<file path="config.mk">
export PLATFORM = sky130hd
export DESIGN_NAME = i2c_write_master_flat
export DESIGN_NICKNAME = d
export VERILOG_FILES = /design/src/rtl/i2c_pkg.sv /design/src/rtl/i2c_write_master_if.sv /design/src/rtl/i2c_qtick.sv /design/src/rtl/i2c_write_master.sv /design/src/flat_wrapper.sv
export SDC_FILE = /design/constraint.sdc
export NUM_CORES = 1
export LEC_CHECK = 0
export BUFFER_PORTS_ARGS = -buffer_cell sky130_fd_sc_hd__buf_4
export CAP_MARGIN = 20
export CORE_MARGIN = 1
export CORE_UTILIZATION = 55
export CTS_CLUSTER_DIAMETER = 100
export CTS_CLUSTER_SIZE = 8
export DETAILED_ROUTE_END_ITERATION = 12
export PLACE_DENSITY = 0.82
export SLEW_MARGIN = 20
export SYNTH_ARGS = -nofsm -noshare
export SYNTH_HDL_FRONTEND = slang
export SYNTH_SLANG_ARGS = --single-unit
</file>
<file path="constraint.sdc">
create_clock -name clk -period 2.85 [get_ports clk]
set_input_delay 0.285 -clock clk [delete_from_list [all_inputs] [get_ports clk]]
set_output_delay 0.285 -clock clk [all_outputs]
set_load 0.01 [all_outputs]
</file>
<file path="src/rtl/i2c_pkg.sv">
// Shared I2C definitions: master FSM states, bit-slot quarter phases and ACK encoding.
package i2c_pkg;

    typedef enum logic [2:0] {
        IDLE,
        START,
        TX_BYTE,
        RX_ACK,
        STOP
    } i2c_mst_state_t;

    typedef enum logic [1:0] {
        Q0,
        Q1,
        Q2,
        Q3
    } i2c_qphase_t;

    localparam int   NUM_BYTES = 3;
    localparam logic ACK       = 1'b0;
    localparam logic NACK      = 1'b1;

endpackage

</file>
<file path="src/rtl/i2c_write_master_if.sv">
// Request handshake plus open-drain SCL/SDA pad triplets of the I2C write master.
interface i2c_write_master_if;

    logic       start;
    logic [6:0] dev_addr;
    logic [7:0] reg_addr;
    logic [7:0] wr_data;
    logic       busy;
    logic       done;
    logic       ack_err;
    logic       scl_i;
    logic       scl_o;
    logic       scl_t;
    logic       sda_i;
    logic       sda_o;
    logic       sda_t;

    modport master (
        input  start, dev_addr, reg_addr, wr_data, scl_i, sda_i,
        output busy, done, ack_err, scl_o, scl_t, sda_o, sda_t
    );

    modport slave (
        output start, dev_addr, reg_addr, wr_data, scl_i, sda_i,
        input  busy, done, ack_err, scl_o, scl_t, sda_o, sda_t
    );

endinterface

</file>
<file path="src/rtl/i2c_qtick.sv">
// Quarter-period tick generator: qtick fires every CLK_DIV cycles.
// Latency: qtick combinational from the counter; clr parks the counter at 0.
// Backpressure: hold freezes the counter (SCL stretching) without losing phase.
module i2c_qtick #(
    parameter int CLK_DIV = 125
) (
    input  logic clk,
    input  logic rst_n,
    input  logic clr,
    input  logic hold,
    output logic qtick
);

    localparam int            CW      = $clog2(CLK_DIV);
    localparam logic [CW-1:0] CNT_MAX = CW'(CLK_DIV - 1);

    logic [CW-1:0] cnt;

    assign qtick = !clr && !hold && (cnt == CNT_MAX);

    always_ff @(posedge clk or negedge rst_n) begin
        if (!rst_n) begin
            cnt <= '0;
        end else if (clr) begin
            cnt <= '0;
        end else if (!hold) begin
            cnt <= qtick ? '0 : cnt + CW'(1);
        end
    end

endmodule

</file>
<file path="src/rtl/i2c_write_master.sv">
// Single-master I2C writer: START, {dev,W}, reg, data with ACK checks, then STOP.
// Latency: 116*CLK_DIV+1 cycles start-to-done without stretching or NACK.
// Backpressure: start ignored while busy or during done; SCL stretch freezes timing.
module i2c_write_master
    import i2c_pkg::*;
#(
    parameter int CLK_DIV = 125
) (
    input  logic               clk,
    input  logic               rst_n,
    i2c_write_master_if.master bus
);

    localparam logic [1:0] LAST_BYTE = 2'(NUM_BYTES - 1);

    i2c_mst_state_t state,    state_n;
    i2c_qphase_t    phase,    phase_n;
    logic [2:0]     bit_cnt,  bit_cnt_n;
    logic [1:0]     byte_idx, byte_idx_n;
    logic [7:0]     sreg,     sreg_n;
    logic [7:0]     reg_q,    reg_q_n;
    logic [7:0]     data_q,   data_q_n;
    logic           ack_smp,  ack_smp_n;
    logic           ack_err_q, ack_err_n;
    logic           done_q,   done_n;
    logic           qtick;
    logic           q_clr;
    logic           q_hold;
    logic           scl_rel;
    logic           sda_rel;

    // Stretch only matters once we have released SCL after driving it low.
    assign q_clr  = (state == IDLE);
    assign q_hold = (phase == Q2) && !bus.scl_i &&
                    ((state == TX_BYTE) || (state == RX_ACK) || (state == STOP));

    i2c_qtick #(
        .CLK_DIV (CLK_DIV)
    ) u_qtick (
        .clk   (clk),
        .rst_n (rst_n),
        .clr   (q_clr),
        .hold  (q_hold),
        .qtick (qtick)
    );

    always_ff @(posedge clk or negedge rst_n) begin
        if (!rst_n) begin
            state     <= IDLE;
            phase     <= Q0;
            bit_cnt   <= '0;
            byte_idx  <= '0;
            sreg      <= '0;
            reg_q     <= '0;
            data_q    <= '0;
            ack_smp   <= NACK;
            ack_err_q <= 1'b0;
            done_q    <= 1'b0;
        end else begin
            state     <= state_n;
            phase     <= phase_n;
            bit_cnt   <= bit_cnt_n;
            byte_idx  <= byte_idx_n;
            sreg      <= sreg_n;
            reg_q     <= reg_q_n;
            data_q    <= data_q_n;
            ack_smp   <= ack_smp_n;
            ack_err_q <= ack_err_n;
            done_q    <= done_n;
        end
    end

    always_comb begin
        state_n    = state;
        phase_n    = phase;
        bit_cnt_n  = bit_cnt;
        byte_idx_n = byte_idx;
        sreg_n     = sreg;
        reg_q_n    = reg_q;
        data_q_n   = data_q;
        ack_smp_n  = ack_smp;
        ack_err_n  = ack_err_q;
        done_n     = 1'b0;

        case (state)
            IDLE: begin
                // done_q high means we are in the completion cycle; that start is dropped.
                if (bus.start && !done_q) begin
                    reg_q_n    = bus.reg_addr;
                    data_q_n   = bus.wr_data;
                    sreg_n     = {bus.dev_addr, 1'b0};
                    byte_idx_n = '0;
                    bit_cnt_n  = '0;
                    ack_err_n  = 1'b0;
                    phase_n    = Q0;
                    state_n    = START;
                end
            end
            default: begin
                if (qtick) begin
                    phase_n = i2c_qphase_t'(phase + 2'd1);
                    if ((state == RX_ACK) && (phase == Q2)) begin
                        ack_smp_n = bus.sda_i;
                    end
                    if (phase == Q3) begin
                        case (state)
                            START: begin
                                bit_cnt_n = '0;
                                state_n   = TX_BYTE;
                            end
                            TX_BYTE: begin
                                sreg_n = {sreg[6:0], 1'b0};
                                if (bit_cnt == 3'd7) begin
                                    state_n = RX_ACK;
                                end else begin
                                    bit_cnt_n = bit_cnt + 3'd1;
                                end
                            end
                            RX_ACK: begin
                                if (ack_smp != ACK) begin
                                    ack_err_n = 1'b1;
                                    state_n   = STOP;
                                end else if (byte_idx == LAST_BYTE) begin
                                    state_n = STOP;
                                end else begin
                                    byte_idx_n = byte_idx + 2'd1;
                                    sreg_n     = (byte_idx == 2'd0) ? reg_q : data_q;
                                    bit_cnt_n  = '0;
                                    state_n    = TX_BYTE;
                                end
                            end
                            STOP: begin
                                done_n  = 1'b1;
                                state_n = IDLE;
                            end
                            default: state_n = IDLE;
                        endcase
                    end
                end
            end
        endcase
    end

    // Pad enables decode straight from state so a reset releases the bus immediately.
    always_comb begin
        scl_rel = 1'b1;
        sda_rel = 1'b1;
        case (state)
            START: begin
                scl_rel = (phase != Q3);
                sda_rel = (phase == Q0) || (phase == Q1);
            end
            TX_BYTE: begin
                scl_rel = (phase != Q0);
                sda_rel = sreg[7];
            end
            RX_ACK: begin
                scl_rel = (phase != Q0);
            end
            STOP: begin
                scl_rel = (phase != Q0);
                sda_rel = (phase == Q3);
            end
            default: begin
                scl_rel = 1'b1;
                sda_rel = 1'b1;
            end
        endcase
    end

    assign bus.scl_o   = 1'b0;
    assign bus.sda_o   = 1'b0;
    assign bus.scl_t   = scl_rel;
    assign bus.sda_t   = sda_rel;
    assign bus.busy    = (state != IDLE);
    assign bus.done    = done_q;
    assign bus.ack_err = ack_err_q;

endmodule

</file>
<file path="src/flat_wrapper.sv">
// flat-port wrapper written by rule: the top's interface ports become plain ports
module i2c_write_master_flat import i2c_pkg::*;
#(
    parameter int CLK_DIV = 125
)
  (clk, rst_n, bus_start, bus_dev_addr, bus_reg_addr, bus_wr_data, bus_scl_i, bus_sda_i, bus_busy, bus_done, bus_ack_err, bus_scl_o, bus_scl_t, bus_sda_o, bus_sda_t);
  i2c_write_master_if bus_i ();
  input  logic clk;
  input  logic rst_n;
  input wire logic [$bits(bus_i.start)-1:0] bus_start;
  input wire logic [$bits(bus_i.dev_addr)-1:0] bus_dev_addr;
  input wire logic [$bits(bus_i.reg_addr)-1:0] bus_reg_addr;
  input wire logic [$bits(bus_i.wr_data)-1:0] bus_wr_data;
  input wire logic [$bits(bus_i.scl_i)-1:0] bus_scl_i;
  input wire logic [$bits(bus_i.sda_i)-1:0] bus_sda_i;
  output wire logic [$bits(bus_i.busy)-1:0] bus_busy;
  output wire logic [$bits(bus_i.done)-1:0] bus_done;
  output wire logic [$bits(bus_i.ack_err)-1:0] bus_ack_err;
  output wire logic [$bits(bus_i.scl_o)-1:0] bus_scl_o;
  output wire logic [$bits(bus_i.scl_t)-1:0] bus_scl_t;
  output wire logic [$bits(bus_i.sda_o)-1:0] bus_sda_o;
  output wire logic [$bits(bus_i.sda_t)-1:0] bus_sda_t;
  assign bus_i.start = bus_start;
  assign bus_i.dev_addr = bus_dev_addr;
  assign bus_i.reg_addr = bus_reg_addr;
  assign bus_i.wr_data = bus_wr_data;
  assign bus_i.scl_i = bus_scl_i;
  assign bus_i.sda_i = bus_sda_i;
  assign bus_busy = bus_i.busy;
  assign bus_done = bus_i.done;
  assign bus_ack_err = bus_i.ack_err;
  assign bus_scl_o = bus_i.scl_o;
  assign bus_scl_t = bus_i.scl_t;
  assign bus_sda_o = bus_i.sda_o;
  assign bus_sda_t = bus_i.sda_t;
  i2c_write_master #(.CLK_DIV(CLK_DIV)) u_core (.clk(clk), .rst_n(rst_n), .bus(bus_i));
endmodule
</file>
# Word level (Yosys, flattened, before mapping)
# Cells that the tools add are included.
word_totals:
  latch_bits: 0
  n_memories: 0
  output_inout_bits: 7
  in_bits: 28
  wordCells: 116
  mem_bits_ro: 0
  ram_bits: 0
  regBits: 44
op_classes:
  n_reduce_logical: 33
  n_mux: 48
  n_bitwise: 1
  order_cmp: 0
  eq_ne: 19
  n_addsub: 4
  div: 0
  mul: 0
  shifts: 0
op_table:
  columns: ["cell", "count"]
  rows:
  - ["$mux 8", 7]
  - ["$mux 3", 14]
  - ["$mux 7", 3]
  - ["$mux 2", 9]
  - ["$pmux 3 s3", 2]
  - ["$pmux 8 s2", 1]
  - ["$ne 3x3->1 const B", 4]
  - ["$reduce_and 6->1", 2]
  - ["$mux 1", 10]
  - ["$reduce_bool 2->1", 5]
  - ["$ne 2x2->1 const B", 4]
  - ["$add 7x1->7 const B", 1]
  - ["$eq 7x7->1 const B", 1]
  - ["$reduce_and 7->1", 1]
  - ["$eq 2x2->1 const B", 3]
  - ["$eq 3x2->1 const B", 2]
  - ["$eq 3x3->1 const B", 2]
  - ["$logic_and 1x1->1", 6]
  - ["$reduce_bool 3->1", 2]
  - ["$reduce_and 5->1", 1]
  - ["$add 2x1->2 const B", 2]
  - ["$logic_not 1->1", 4]
  - ["$logic_not 2->1", 2]
  - ["$reduce_and 2->1", 2]
  - ["other kinds (13)", 15]

# Longest topological paths before layout
# Gate-level depths: netlist of run 1.
logic_depth:
  ltp_word: 10
  depth_mapped: 8
  ltp_nobuf: 7

# Hierarchy
# Synthesis of run 1 repeated with hierarchy kept, for this count alone.
unflattened:
  hier_cells: 273
  hier_area_um2: 2442.3
modules_own_cells:
  columns: ["module", "area_each_um2", "instances", "cells_each"]
  rows:
  - ["i2c_write_master", 2008.2, 1, 223]
  - ["i2c_qtick", 434.2, 1, 50]

# Least setup slack after synthesis of run 1
# No wires, ideal clock.
synth_path:
  kind: "reg2reg"
  from: "register u_core.phase[0]"
  to: "register u_core.sreg[0]"
  t_required_ps: 2725
  t_arrival_ps: 1854
  n_path_buf: 0
  stages_incl_launch_ff: 7
  path_slack_ps: 871
  cell_sequence: "dfrtp_1 ha_1 inv_1 or3_4 o31ai_4 nand2_2 mux2_4"
synth_via:
  elab_chain_cells: 8
  word_cells_on_any_way: 10
synth_rtl:
  columns: ["item", "line", "rtl"]
  rows:
  - ["start: declaration", "i2c_write_master.sv:17", "i2c_qphase_t phase, phase_n;"]
  - ["start signal: assignment", "i2c_write_master.sv:61", "phase <= phase_n;"]
  - ["$eq 2x2->1", "i2c_write_master.sv:34", "assign q_hold = (phase == Q2) && !bus.scl_i &&"]
  - ["$logic_and 1x1->1 (2 in a row)", "i2c_write_master.sv:34", null]
  - ["$logic_not 1->1", null, null]
  - ["$logic_and 1x1->1 (2 in a row)", "i2c_qtick.sv:19", "assign qtick = !clr && !hold && (cnt == CNT_MAX);"]
  - ["$reduce_bool 2->1 (no source line)", null, null]
  - ["$reduce_and 6->1 (no source line) *", null, null]
  - ["end signal: assignment", "i2c_write_master.sv:64", "sreg <= sreg_n;"]
  - ["end: declaration", "i2c_write_master.sv:20", "logic [7:0] sreg, sreg_n;"]
# Mark *: on every way between the ends. The rest lies on a longest branch, timed or not.
# A chain may end at the register's enable or synchronous reset.

# Worst setup path in the final report of run 1
layout_path:
  from: "register u_core.state[2]"
  to: "register u_core.bit_cnt[2]"
layout_via:
  elab_chain_cells: 9
  word_cells_on_any_way: 24
layout_rtl:
  columns: ["item", "line", "rtl"]
  rows:
  - ["start: declaration", "i2c_write_master.sv:16", "i2c_mst_state_t state, state_n;"]
  - ["start signal: assignment", "i2c_write_master.sv:60", "state <= state_n;"]
  - ["$eq 3x2->1", "i2c_write_master.sv:35, i2c_write_master.sv:106", null]
  - ["$logic_or 1x1->1 (2 in a row)", "i2c_write_master.sv:35", "((state == TX_BYTE) || (state == RX_ACK) || (state == STOP));"]
  - ["$logic_and 1x1->1", "i2c_write_master.sv:34", null]
  - ["$logic_not 1->1", null, null]
  - ["$logic_and 1x1->1 (2 in a row)", "i2c_qtick.sv:19", null]
  - ["$reduce_bool 2->1 (no source line)", null, null]
  - ["$reduce_and 7->1 (no source line)", null, null]
  - ["end signal: assignment", "i2c_write_master.sv:62", "bit_cnt <= bit_cnt_n;"]
  - ["end: declaration", "i2c_write_master.sv:18", "logic [2:0] bit_cnt, bit_cnt_n;"]
# Parallel ways exist; a longest one is shown, timed or not. The select of a mux whose other input is x is not followed.

==> load_flow_metrics.sql, run 1 <==
INSERT INTO impl_metrics (metric_group, metric, value, unit) VALUES
('sta', 'timing.final.crit_period', '2.188', 'ns'),
('setup_path', 'crit-reg2reg-capture', 'u_core.bit_cnt[2]$_DFFE_PN0P_', ''),
('detailed_routing', 'drt_first_iter_violations', '210', ''),
('sta', 'tightestPinTransition', '0.6483', 'ns'),
('clock_tree', 'maximum_buffer_depth_of_the_clock_tree', '2', ''),
('sta', 'drv_slew', '0', ''),
('setup_path', 'number_of_cells_on_the_worst_reg_to_reg_path', '5', ''),
('clock_tree', 'insertion_delay', '0.31', 'ns'),
('synthesis', 'avgSynthCellArea', '9.120', 'sq um'),
('sta', 'fmaxAchievable', '0.4570', 'GHz'),
('pwr', 'irDropWorstVdd', '391.6', 'uV'),
('detailed_routing', 'drt_first_pass_iters', '4', ''),
('job', 'max_cap_viol_count', '0', ''),
('cells_and_area', 'design.final.nets', '338', ''),
('detailed_routing', 'dr_wl_cell', '14.05', 'microns'),
('cells_and_area', 'area_growth_syn_to_layout', '14.79', '%'),
('synthesis', 'number_of_synthesized_flops_with_an_enable_pin', '0', ''),
('synthesis', 'ys_warn_count', '0', ''),
('sta', 'setup-tns-final', '0', 'ns'),
('sta', 'final_min_period_over_clock_period', '0.7679', ''),
('detailed_routing', 'route.detailed.drc', '0', ''),
('sta', 'setup_viol', '0', ''),
('sta', 'worst_clock_skew', '0.01111', 'ns'),
('setup_path', 'regToRegSetupSlack', '0.66', 'ns'),
('synthesis', 'async_flop_share', '1.000', ''),
('place', 'finalWeightedCongestion', '0.8303', ''),
('cells_and_area', 'fillers', '336', ''),
('floorplanning', 'placement_rows', '23', ''),
('setup_path', 'worst_r2r_startpoint', 'u_core.state[2]$_DFFE_PN0P_', ''),
('cells_and_area', 'fraction_of_layout_cells_with_a_size_suffix_above_1', '0.1860', ''),
('sta', 'unrepaired_setup_endpoints_after_global_routing', 'no', ''),
('setup_path', 'cp-end-kind', 'flop', ''),
('floorplanning', 'initial_core_util', '0.5942', ''),
('setup_path', 'setup.worst_path.end', 'u_core.bit_cnt[2]$_DFFE_PN0P_', ''),
('detailed_routing', 'antenna_left', '0', ''),
('global_route', 'globalRouteTotalUtil', '0.2368', ''),
('clock_tree', 'cts_htree_levels', '2', ''),
('floorplanning', 'die_width', '68.91', 'microns'),
('synthesis', 'synth_cell_type_count', '54', ''),
('synthesis', 'mappedNetlistArea', '0.002462', 'sq mm'),
('clock_tree', 'clk_pin_slew', '0.09', 'ns'),
('setup_path', 'criticalPathCategory', 'reg -> reg', ''),
('place', 'placement.cell_area', '0.002723', 'sq mm'),
('sta', 'final-hold-violation-count', '0', ''),
('setup_path', 'data_arrival_at_the_endpoint_of_the_critical_path', '2.38', 'ns'),
('setup_path', 'max_fanout_on_critical_path', '12', ''),
('clock_tree', 'cts-buffers-inserted', '5', ''),
('clock_tree', 'cts_root_buffer', 'clkbuf_8', ''),
('place', 'port-buffer-count', '32', ''),
('global_route', 'grt_pass1_vias', '1745', ''),
('clock_tree', 'cts_setup_buffers', '0', ''),
('cells_and_area', 'final_area', '0.002826', 'sq mm'),
('floorplanning', 'die-area', '0.004749', 'sq mm'),
('clock_tree', 'cts-resized-gates', '0', ''),
('hold_path', 'holdCritPathClass', 'in -> reg', ''),
('global_route', 'grt_overflow_total', '0', ''),
('clock_tree', 'cts.hold.buffers_added', '1', ''),
('synthesis', 'sequential_fraction_of_the_synthesis_area', '0.4477', ''),
('synthesis', 'synth-seq-cells', '44', ''),
('clock_tree', 'clock-sinks', '44', ''),
('setup_path', 'setup.worst_path.start_class', 'flop', ''),
('synthesis', 'dominantRegCellSynth', 'dfrtp_1', ''),
('setup_path', 'worst-endpoint-required', '3.04', 'ns'),
('pwr', 'power_per_cell_area', '494.2', 'mW/mm^2'),
('global_route', 'grt_pass1_wl', '8052', 'microns'),
('global_route', 'pin_count_of_the_biggest_net_entering_global_routing', '45', ''),
('status', 'status', 'finished, final reports clean', ''),
('floorplanning', 'die_h', '68.91', 'microns'),
('pwr', 'leakagePower', '0.001406', 'uW'),
('detailed_routing', 'routed_wirelength', '4933', 'microns'),
('sta', 'relSlewSlack', '0.5678', ''),
('synthesis', 'syn_inst', '270', ''),
('detailed_routing', 'route.detailed.vias_per_inst', '5.521', ''),
('floorplanning', 'num_io_pins', '35', ''),
('clock_tree', 'clock_tree_from_tritoncts', 'yes', ''),
('global_route', 'antenna_found_initial', '0', ''),
('place', 'hpwlAfterDp', '3532', 'microns'),
('setup_path', 'launch_point_of_the_worst_path', 'u_core.state[2]$_DFFE_PN0P_', ''),
('cells_and_area', 'insertedDiodeCount', '0', ''),
('floorplanning', 'design.core.area', '0.004144', 'sq mm'),
('detailed_routing', 'detailroute.via_count', '1938', '');
## registers in the layout, indices dropped and copies added (netlist names), 2 cells and up
register and cells:
u_core.data_q 8, u_core.reg_q 8, u_core.sreg 8, u_core.u_qtick.cnt 7
u_core.bit_cnt 3, u_core.state 3, u_core.byte_idx 2, u_core.phase 2
## metal layers
layer | vias to the layer above | global-route usage | wire (microns)
li1 | 981 | - | -
met2 | 41 | 0.3604 | 2342
met5 | - | 0 | 0
met4 | 0 | 0.08673 | 82
met3 | 6 | 0.05592 | 160
met1 | 910 | 0.3267 | 2347
## how the worst min path moves through the flow
stage	from	cells after the start	slack, ns	to
after floorplan	rst_n	0	-0.01	u_core.bit_cnt[0]$_DFFE_PN0P_
after global placement	rst_n	1	0.31	u_core.u_qtick.cnt[6]$_DFFE_PN0P_
after detailed placement	rst_n	1	0.31	u_core.u_qtick.cnt[6]$_DFFE_PN0P_
after CTS	bus_reg_addr[3]	3	0.15	u_core.reg_q[3]$_DFFE_PN0P_
after global routing	bus_reg_addr[6]	3	0.15	u_core.reg_q[6]$_DFFE_PN0P_
final	bus_reg_addr[4]	3	0.16	u_core.reg_q[4]$_DFFE_PN0P_
## power by group
part,switching (uW),leakage [uW],internal [uW]
combinational,119,0.000791,114
clock,221,0.0000445,197
sequential,59.6,0.000571,686
total,399,0.00141,998
## cells in the final DEF (no fill, tap or decap), drive strengths merged, types with 2 or more instances in the layout
cell    instances
nand2          66
dfrtp          43
buf            37
a21oi          20
nor2           19
inv            13
mux2i          11
ha             10
a211oi          9
a31oi           7
clkbuf          7
mux2            7
o21ai           7
nor3            6
nor3b           4
nor2b           2
nand2b          2
nand3           2
o211ai          2
and3            2
xnor2           2
conb            2
or3             2
o31ai           2
## per-stage QoR
stage	total power (uW)	worst slack, ns	cells	utilization	hold slack, ns
after floorplan	901.2	0.8709	271	-	-0.01059
after global placement	977.6	0.7711	342	0.6570	0.3131
after detailed placement	989.3	0.6853	342	0.6570	0.3136
after CTS	1413	0.6666	351	0.6821	0.1529
after global routing	1474	0.5340	351	0.6821	0.1540
final	1397	0.6616	351	0.6821	0.1589
## critical path: stages, from the launching register on
cell and delay (ns):
dfrtp_1 0.61, nand2b_1 0.35, nor2_1 0.17, nor3b_2 0.39
o21ai_1 0.20, mux2_1 0.35
## final cells by class
class | instances | area, sq um | area share
clock buffer | 7 | 86.33 | 0.03054
clock inverter | 1 | 7.507 | 0.002656
inverter | 13 | 48.80 | 0.01726
multi-input combinational | 198 | 1231 | 0.4356
sequential | 44 | 1102 | 0.3900
tap | 50 | 62.56 | 0.02213
timing repair buffer | 38 | 287.8 | 0.1018
## Yosys cell counts (all sizes together), types with 7 or more instances
cell | instances | area share
buf | 10 | 0.025
nand2 | 66 | 0.10
inv | 13 | 0.020
dfrtp | 43 | 0.44
a21oi | 20 | 0.042
o21ai | 7 | 0.014
a31oi | 7 | 0.018
mux2i | 11 | 0.045
nor2 | 19 | 0.029
a211oi | 9 | 0.029
mux2 | 7 | 0.034
ha | 10 | 0.051
## cell families after synthesis
kind of cell / synth area share
flops: 0.4477
compound gates: 0.1519
other cells: 0.001523
xor+xnor: 0.007115
buf+inv: 0.05386
fa+ha+maj: 0.05081
mux: 0.07825
simple gates: 0.2088
(Power assumes the default switching activity.)
==> inputs of run 2 (changes only) <==
- clock period: 2.85 -> 2.1 ns (I/O delays scaled with it)
==> run 2 against run 1 <==
Clock-buffer cell count decreased by 2. Via count increased by 4.6%. Sequential share of layout area decreased by 1.1 points. Critical endpoint is now u_core.bit_cnt[1]$_DFFE_PN0P_.
==> load_flow_metrics.sql, run 2 (synthesis results as in run 1) <==
INSERT INTO impl_metrics (metric_group, metric, value, unit) VALUES
('detailed_routing', 'm1_wire_length', '2441', 'microns'),
('cells_and_area', 'design.final.nets', '349', ''),
('clock_tree', 'cts_root_buffer', 'clkbuf_8', ''),
('cells_and_area', 'mostFrequentLayoutCell', 'nand2_1', ''),
('detailed_routing', 'route.detailed.drc', '0', ''),
('floorplanning', 'die_h', '68.91', 'microns'),
('setup_path', 'setup.worst_path.start_class', 'flop', ''),
('clock_tree', 'clock-sinks', '44', ''),
('setup_path', 'criticalPathCategory', 'reg -> reg', ''),
('floorplanning', 'die_width', '68.91', 'microns'),
('cells_and_area', 'fillers', '336', ''),
('setup_path', 'worst-endpoint-required', '2.28', 'ns'),
('cells_and_area', 'fraction_of_layout_cells_with_a_size_suffix_above_1', '0.2186', ''),
('sta', 'timing.final.crit_period', '2.003', 'ns'),
('floorplanning', 'design.core.area', '0.004144', 'sq mm'),
('pwr', 'power_per_cell_area', '637.7', 'mW/mm^2'),
('sta', 'drv_slew', '0', ''),
('clock_tree', 'cts-buffers-inserted', '5', ''),
('detailed_routing', 'met2_wirelength', '2552', 'microns'),
('place', 'placement.cell_area', '0.002798', 'sq mm'),
('detailed_routing', 'drt_first_iter_violations', '294', ''),
('clock_tree', 'insertion_delay', '0.30', 'ns'),
('detailed_routing', 'dr_wl_cell', '14.54', 'microns'),
('pwr', 'irDropWorstVdd', '477.3', 'uV'),
('global_route', 'pin_count_of_the_biggest_net_entering_global_routing', '45', ''),
('place', 'finalWeightedCongestion', '0.8513', ''),
('cells_and_area', 'layout.cells.most_common_list', 'nand2_1 (65), buf_4 (48), dfrtp_1 (43)', ''),
('sta', 'relSlewSlack', '0.6295', ''),
('setup_path', 'cell_by_cell_trace_of_the_critical_path', 'inv_1 -> ha_1 -> nand2b_1 -> a211oi_4 -> nor3b_2 -> o21ai_2 -> mux2_1', ''),
('place', 'hpwlAfterDp', '3712', 'microns'),
('clock_tree', 'clk_pin_slew', '0.09', 'ns'),
('cells_and_area', 'insertedDiodeCount', '0', ''),
('clock_tree', 'clock_tree_from_tritoncts', 'yes', ''),
('detailed_routing', 'antenna_left', '0', ''),
('detailed_routing', 'detailroute.via_count', '2027', ''),
('setup_path', 'max_fanout_on_critical_path', '4', ''),
('sta', 'tightestPinTransition', '0.5557', 'ns'),
('detailed_routing', 'met3_length', '143', 'microns'),
('global_route', 'grt_overflow_total', '0', ''),
('pwr', 'leakagePower', '0.001459', 'uW'),
('global_route', 'globalRouteTotalUtil', '0.2483', ''),
('detailed_routing', 'topRoutingLayerUsed', 'met4', ''),
('setup_path', 'timing.critical_path.slowest_stage_cell', 'dfrtp_1', ''),
('floorplanning', 'num_io_pins', '35', ''),
('status', 'status', 'finished, final reports clean', ''),
('clock_tree', 'cts_htree_levels', '2', ''),
('sta', 'fmaxAchievable', '0.4992', 'GHz'),
('place', 'port-buffer-count', '32', ''),
('cells_and_area', 'footprint_of_the_multi_input_gates', '0.001242', 'sq mm'),
('global_route', 'grt_pass1_wl', '8638', 'microns'),
('detailed_routing', 'route.detailed.vias_per_inst', '5.615', ''),
('setup_path', 'data_arrival_at_the_endpoint_of_the_critical_path', '2.18', 'ns'),
('floorplanning', 'die-area', '0.004749', 'sq mm'),
('cells_and_area', 'area_growth_syn_to_layout', '18.09', '%'),
('cells_and_area', 'area.sequential', '0.001102', 'sq mm'),
('setup_path', 'cp-end-kind', 'flop', ''),
('sta', 'setup_viol', '0', ''),
('cells_and_area', 'final_area', '0.002908', 'sq mm'),
('clock_tree', 'maximum_buffer_depth_of_the_clock_tree', '2', ''),
('global_route', 'grt_pass1_vias', '1863', ''),
('floorplanning', 'initial_core_util', '0.5942', ''),
('job', 'max_cap_viol_count', '0', ''),
('setup_path', 'max_stage_delay', '0.43', 'ns'),
('detailed_routing', 'routed_wirelength', '5248', 'microns'),
('sta', 'setup-tns-final', '0', 'ns'),
('sta', 'worst_clock_skew', '0.009136', 'ns'),
('sta', 'hold_slack_final', '0.09655', 'ns'),
('floorplanning', 'placement_rows', '23', ''),
('detailed_routing', 'drt_first_pass_iters', '4', ''),
('setup_path', 'regToRegSetupSlack', '0.1', 'ns'),
('global_route', 'antenna_found_initial', '0', ''),
('sta', 'final_min_period_over_clock_period', '0.9538', ''),
('hold_path', 'holdCritPathClass', 'in -> reg', ''),
('sta', 'final-hold-violation-count', '0', ''),
('cells_and_area', 'reg_top3', 'u_core.data_q x8, u_core.reg_q x8, u_core.sreg x8', '');
[run 2: cell count changes in the layout (fill, tap and decap cells not counted), sizes merged]
cell	before	now
clkinv	0	1
buf	37	48
clkbuf	7	5
[run 2: layout make-up]
| type | instances | share of cell area |
|---|---|---|
| Timing Repair Buffer | 49 | 0.1274 |
| Clock buffer | 5 | 0.02367 |
| Inverter | 13 | 0.01678 |
| Sequential cell | 44 | 0.3791 |
| Tap cell | 50 | 0.02151 |
| Multi-Input combinational cell | 198 | 0.4273 |
| Clock inverter | 2 | 0.004303 |
[run 2: critical path: cells and delay by family, from the launching register on]
family                   cells  cell delay, ns
AO/OA/AOI/OAI                2            0.59
flip-flops                   1            0.43
AND/OR/NAND/NOR              2            0.28
multiplexers                 1            0.34
buffers and inverters        1            0.10
adder cells (fa/ha/maj)      1            0.16
[run 2: where the power goes]
group / total (uW) / internal (uW) / switching [uW] / leakage [uW]
Combinational: 337 / 165 / 172 / 0.000849
Sequential: 1010 / 932 / 76.7 / 0.000571
Clock: 509 / 225 / 284 / 0.0000400
Total: 1850 / 1320 / 532 / 0.00146
[run 2: timing repair]
| item | 4_1_cts | 5_1_grt |
|---|---|---|
| endpoints found under the setup margin | 3 | 10 |
| resized for setup | 1 | 1 |
| pin swaps | 0 | 1 |
| hold buffers | 1 | 0 |
| setup buffers | 0 | 1 |
| endpoints found under the hold margin | 43 | 0 |
| cloned | 0 | 0 |
[run 2: final timing paths]
kind / start / end / depth (start not counted)
worst max-delay path: u_core.phase[0]$_DFFE_PN0P_ / u_core.bit_cnt[1]$_DFFE_PN0P_ / 7
worst min-delay path: bus_reg_addr[3] / u_core.reg_q[3]$_DFFE_PN0P_ / 3
worst max register to register: u_core.phase[0]$_DFFE_PN0P_ / u_core.bit_cnt[1]$_DFFE_PN0P_ / 7
worst min register to register: u_core.data_q[2]$_DFFE_PN0P_ / u_core.data_q[2]$_DFFE_PN0P_ / 2
max in group asynchronous: rst_n / u_core.data_q[1]$_DFFE_PN0P_ / 2
min in group asynchronous: rst_n / u_core.u_qtick.cnt[6]$_DFFE_PN0P_ / 2
[run 2: per-stage QoR]
stage,setup slack [ns],power [uW],instances,utilization
after global routing,-0.0009290,1963,361,0.7017
final,0.09699,1854,361,0.7017
after floorplan,0.1209,1223,271,-
after global placement,0.1019,1339,352,0.6751
after detailed placement,0.01616,1356,352,0.6751
after CTS,0.02367,1866,360,0.6990
[run 2: layer usage]
metal | track usage | up-vias
met3 | 0.04770 | 12
li1 | - | 1002
met4 | 0.08418 | 0
met1 | 0.3487 | 971
met5 | 0 | -
met2 | 0.3823 | 42
==> inputs of run 3 (changes only) <==
- SYNTH_HIERARCHICAL: unset -> 1
==> run 3 against run 2 <==
Clock-buffer cell count increased by 1. Setup slack got worse by 0.15 ns. Largest cell class unchanged. Sequential share of layout area decreased by 3.3 points. Non-clock buffer count grew 29. Total power down 19%. The flow now finishes with violations (negative setup slack). Clock skew down 0.0036 ns. Largest power group unchanged. Highest routed layer unchanged. Sequential power down 14%.
==> load_flow_metrics.sql, run 3 <==
INSERT INTO impl_metrics (metric_group, metric, value, unit) VALUES
('synthesis', 'yosys-top-cells-area', 'dfrtp_1 (44%), nand2_1 (12%), ha_1 (5.1%)', ''),
('synthesis', 'ys_top_cells_by_count', 'nand2_1 (75), dfrtp_1 (43), a21oi_1 (19)', ''),
('synthesis', 'ys_warn_count', '6', ''),
('synthesis', 'async_flop_share', '1.000', ''),
('hold_path', 'holdCritPathClass', 'in -> reg', ''),
('synthesis', 'number_of_synthesized_flops_with_an_enable_pin', '0', ''),
('place', 'hpwlAfterDp', '3656', 'microns'),
('job', 'max_cap_viol_count', '0', ''),
('global_route', 'grt_pass1_vias', '2130', ''),
('setup_path', 'data_arrival_at_the_endpoint_of_the_critical_path', '2.38', 'ns'),
('place', 'finalWeightedCongestion', '0.7880', ''),
('floorplanning', 'design.core.area', '0.004144', 'sq mm'),
('cells_and_area', 'area_growth_syn_to_layout', '30.94', '%'),
('setup_path', 'critPathTopFamily', 'buffers and inverters', ''),
('status', 'failed_checks', 'negative setup slack', ''),
('place', 'port-buffer-count', '32', ''),
('pwr', 'design_power_total', '1501', 'uW'),
('cells_and_area', 'reg_top3', 'u_core/data_q x8, u_core/reg_q x8, u_core/sreg x8', ''),
('setup_path', 'critical_path_cell_count', '11', ''),
('synthesis', 'syn_inst', '273', ''),
('sta', 'relSlewSlack', '0.5922', ''),
('hold_path', 'hold_path_depth', '3', ''),
('sta', 'final.setup.worst_slack', '-0.04975', 'ns'),
('pwr', 'intPower', '1167', 'uW'),
('sta', 'worst_clock_skew', '0.005494', 'ns'),
('detailed_routing', 'drt_first_pass_iters', '5', ''),
('synthesis', 'synth_cell_type_count', '45', ''),
('pwr', 'swShare', '0.2225', ''),
('clock_tree', 'maximum_buffer_depth_of_the_clock_tree', '2', ''),
('floorplanning', 'num_io_pins', '35', ''),
('status', 'status', 'complete, but fails checks', ''),
('cells_and_area', 'final_core_utilization', '0.7717', ''),
('global_route', 'grt_pass1_wl', '9246', 'microns'),
('sta', 'final-hold-violation-count', '0', ''),
('setup_path', 'setup.worst_path.start_class', 'flop', ''),
('setup_path', 'number_of_cells_on_the_worst_reg_to_reg_path', '11', ''),
('cells_and_area', 'fraction_of_layout_cells_with_a_size_suffix_above_1', '0.3256', ''),
('sta', 'tightestPinTransition', '0.6117', 'ns'),
('clock_tree', 'clock-sinks', '44', ''),
('synthesis', 'synth_area_leader', 'dfrtp_1', ''),
('synthesis', 'yosysTopAreaCellShare', '0.4406', ''),
('detailed_routing', 'dr_wl_cell', '15.10', 'microns'),
('pwr', 'power_per_cell_area', '469.3', 'mW/mm^2'),
('setup_path', 'max_stage_delay', '0.53', 'ns'),
('sta', 'final_min_period_over_clock_period', '1.024', ''),
('synthesis', 'dominantRegCellSynth', 'dfrtp_1', ''),
('floorplanning', 'die-area', '0.004711', 'sq mm'),
('detailed_routing', 'antenna_left', '0', ''),
('setup_path', 'cell_by_cell_trace_of_the_critical_path', 'inv_2 -> buf_4 -> buf_4 -> buf_4 -> buf_4 -> buf_4 -> buf_4 -> buf_4 -> buf_4 -> or4_4 -> a21oi_2', ''),
('floorplanning', 'initial_core_util', '0.5894', ''),
('synthesis', 'sequential_fraction_of_the_synthesis_area', '0.4513', ''),
('pwr', 'leakagePower', '0.001583', 'uW'),
('detailed_routing', 'detailroute.via_count', '2230', ''),
('clock_tree', 'insertion_delay', '0.30', 'ns'),
('global_route', 'grt_overflow_total', '0', ''),
('sta', 'setup_viol', '1', ''),
('pwr', 'combinationalPowerShare', '0.053', ''),
('cells_and_area', 'fillers', '293', ''),
('setup_path', 'max_fanout_on_critical_path', '2', ''),
('detailed_routing', 'routed_wirelength', '5950', 'microns'),
('floorplanning', 'die_width', '68.64', 'microns'),
('detailed_routing', 'route.detailed.vias_per_inst', '5.660', ''),
('synthesis', 'synth-seq-cells', '44', ''),
('global_route', 'pin_count_of_the_biggest_net_entering_global_routing', '45', ''),
('cells_and_area', 'mostFrequentLayoutCell', 'buf_4', ''),
('floorplanning', 'die_h', '68.64', 'microns'),
('sta', 'unrepaired_setup_endpoints_after_global_routing', 'yes', ''),
('sta', 'timing.final.crit_period', '2.150', 'ns'),
('global_route', 'antenna_found_initial', '0', ''),
('clock_tree', 'clk_pin_slew', '0.08', 'ns'),
('place', 'placement.cell_area', '0.002942', 'sq mm'),
('pwr', 'power_share_of_the_sequential_group', '0.580', ''),
('pwr', 'p_sw', '333.9', 'uW'),
('cells_and_area', 'design.final.nets', '381', ''),
('detailed_routing', 'drt_first_iter_violations', '173', ''),
('cells_and_area', 'layout.cells.most_common_list', 'buf_4 (76), nand2_1 (73), dfrtp_1 (40)', ''),
('setup_path', 'cp_common_cell', 'buf_4', ''),
('setup_path', 'criticalPathCategory', 'reg -> reg', ''),
('sta', 'setup-tns-final', '-0.04975', 'ns'),
('floorplanning', 'placement_rows', '23', ''),
('cells_and_area', 'footprint_of_the_multi_input_gates', '0.001311', 'sq mm'),
('setup_path', 'cp.buffers_inverters', '9', ''),
('cells_and_area', 'insertedDiodeCount', '0', ''),
('synthesis', 'avgSynthCellArea', '8.946', 'sq um'),
('synthesis', 'synthMostInstantiatedCell', 'nand2_1', ''),
('sta', 'drv_slew', '0', ''),
('setup_path', 'timing.critical_path.slowest_stage_cell', 'or4_4', ''),
('synthesis', 'mappedNetlistArea', '0.002442', 'sq mm'),
('detailed_routing', 'route.detailed.drc', '0', ''),
('setup_path', 'cp-end-kind', 'flop', ''),
('setup_path', 'worst-endpoint-required', '2.33', 'ns'),
('pwr', 'irDropWorstVdd', '549.2', 'uV'),
('global_route', 'globalRouteTotalUtil', '0.2717', ''),
('clock_tree', 'cts_root_buffer', 'clkbuf_8', ''),
('clock_tree', 'cts_htree_levels', '2', ''),
('clock_tree', 'clock_tree_from_tritoncts', 'yes', ''),
('cells_and_area', 'final_area', '0.003198', 'sq mm'),
('pwr', 'clock_power_share', '0.368', ''),
('cells_and_area', 'area.sequential', '0.001106', 'sq mm'),
('sta', 'fmaxAchievable', '0.4652', 'GHz'),
('clock_tree', 'cts-buffers-inserted', '5', '');
run 3: power by group through the flow:
| stage | Sequential [uW] | Combinational (uW) | Clock [uW] |
|---|---|---|---|
| 6_report | 870 | 79.0 | 552 |
| 5_1_grt | 872 | 89.6 | 597 |
| 4_1_cts | 870 | 79.6 | 561 |
| 3_5_place_dp | 887 | 77.7 | 0 |
| 3_3_place_gp | 886 | 76.4 | 0 |
| 2_1_floorplan | 885 | 22.8 | 0 |
run 3: final timing paths:
path | start | end | slack (ns)
setup / recovery | u_core/u_qtick/cnt[0]$_DFFE_PN0P_ | u_core/u_qtick/cnt[5]$_DFFE_PN0P_ | -0.05
hold / removal | bus_reg_addr[4] | u_core/reg_q[4]$_DFFE_PN0P_ | 0.09
setup reg to reg | u_core/u_qtick/cnt[0]$_DFFE_PN0P_ | u_core/u_qtick/cnt[5]$_DFFE_PN0P_ | -0.05
hold reg to reg | u_core/data_q[3]$_DFFE_PN0P_ | u_core/data_q[3]$_DFFE_PN0P_ | 0.48
max in group asynchronous | rst_n | u_core/state[1]$_DFFE_PN0P_ | 1.26
min in group asynchronous | rst_n | u_core/byte_idx[1]$_DFFE_PN0P_ | 0.43
run 3: per-layer routing:
metal  GRT usage  vias up  share of wire
li1            -     1074              -
met3     0.05757       11          0.051
met5           0        -              0
met1      0.3305     1062           0.43
met4      0.1276        0          0.013
met2      0.4571       83           0.51
run 3: per-stage QoR:
stage                     hold WS, ns  instances  setup WS, ns
after CTS                     0.08594        391      -0.01808
after global routing          0.09631        394      -0.09326
after floorplan              -0.08559        274       -0.2414
after global placement         0.2342        372       0.03833
final                         0.09312        394      -0.04975
after detailed placement       0.2383        372      -0.02309
run 3: kinds of logic after synthesis:
group                      synth area share
and+or+nand+nor                      0.2275
AOI/OAI and AO/OA                    0.1399
DFF                                  0.4513
buffers and inverters               0.04508
muxes                               0.08351
adders and majority gates           0.05123
other                              0.001535
run 3: cell type report:
cell class / instances / share of cell area
inverter: 9 / 0.01056
tap: 50 / 0.01956
clock inverter: 2 / 0.003130
timing repair buffer: 78 / 0.1851
multi-input combinational: 205 / 0.4100
clock buffer: 6 / 0.02582
sequential: 44 / 0.3459
run 3: worst register-to-register path: cells and delay by family, from the launching register on:
family	cells	cell delay [ns]
buffers and inverters	9	1.03
and+or+nand+nor	1	0.53
DFF	1	0.37
AOI/OAI and AO/OA	1	0.15
run 3: repair_timing:
| action | CTS | global route |
|---|---|---|
| setup buffers | 10 | 3 |
| pin swaps | 2 | 1 |
| hold endpoints to repair | 43 | 0 |
| setup endpoints to repair | 3 | 14 |
| hold buffers | 1 | 0 |
| resized for setup | 2 | 14 |
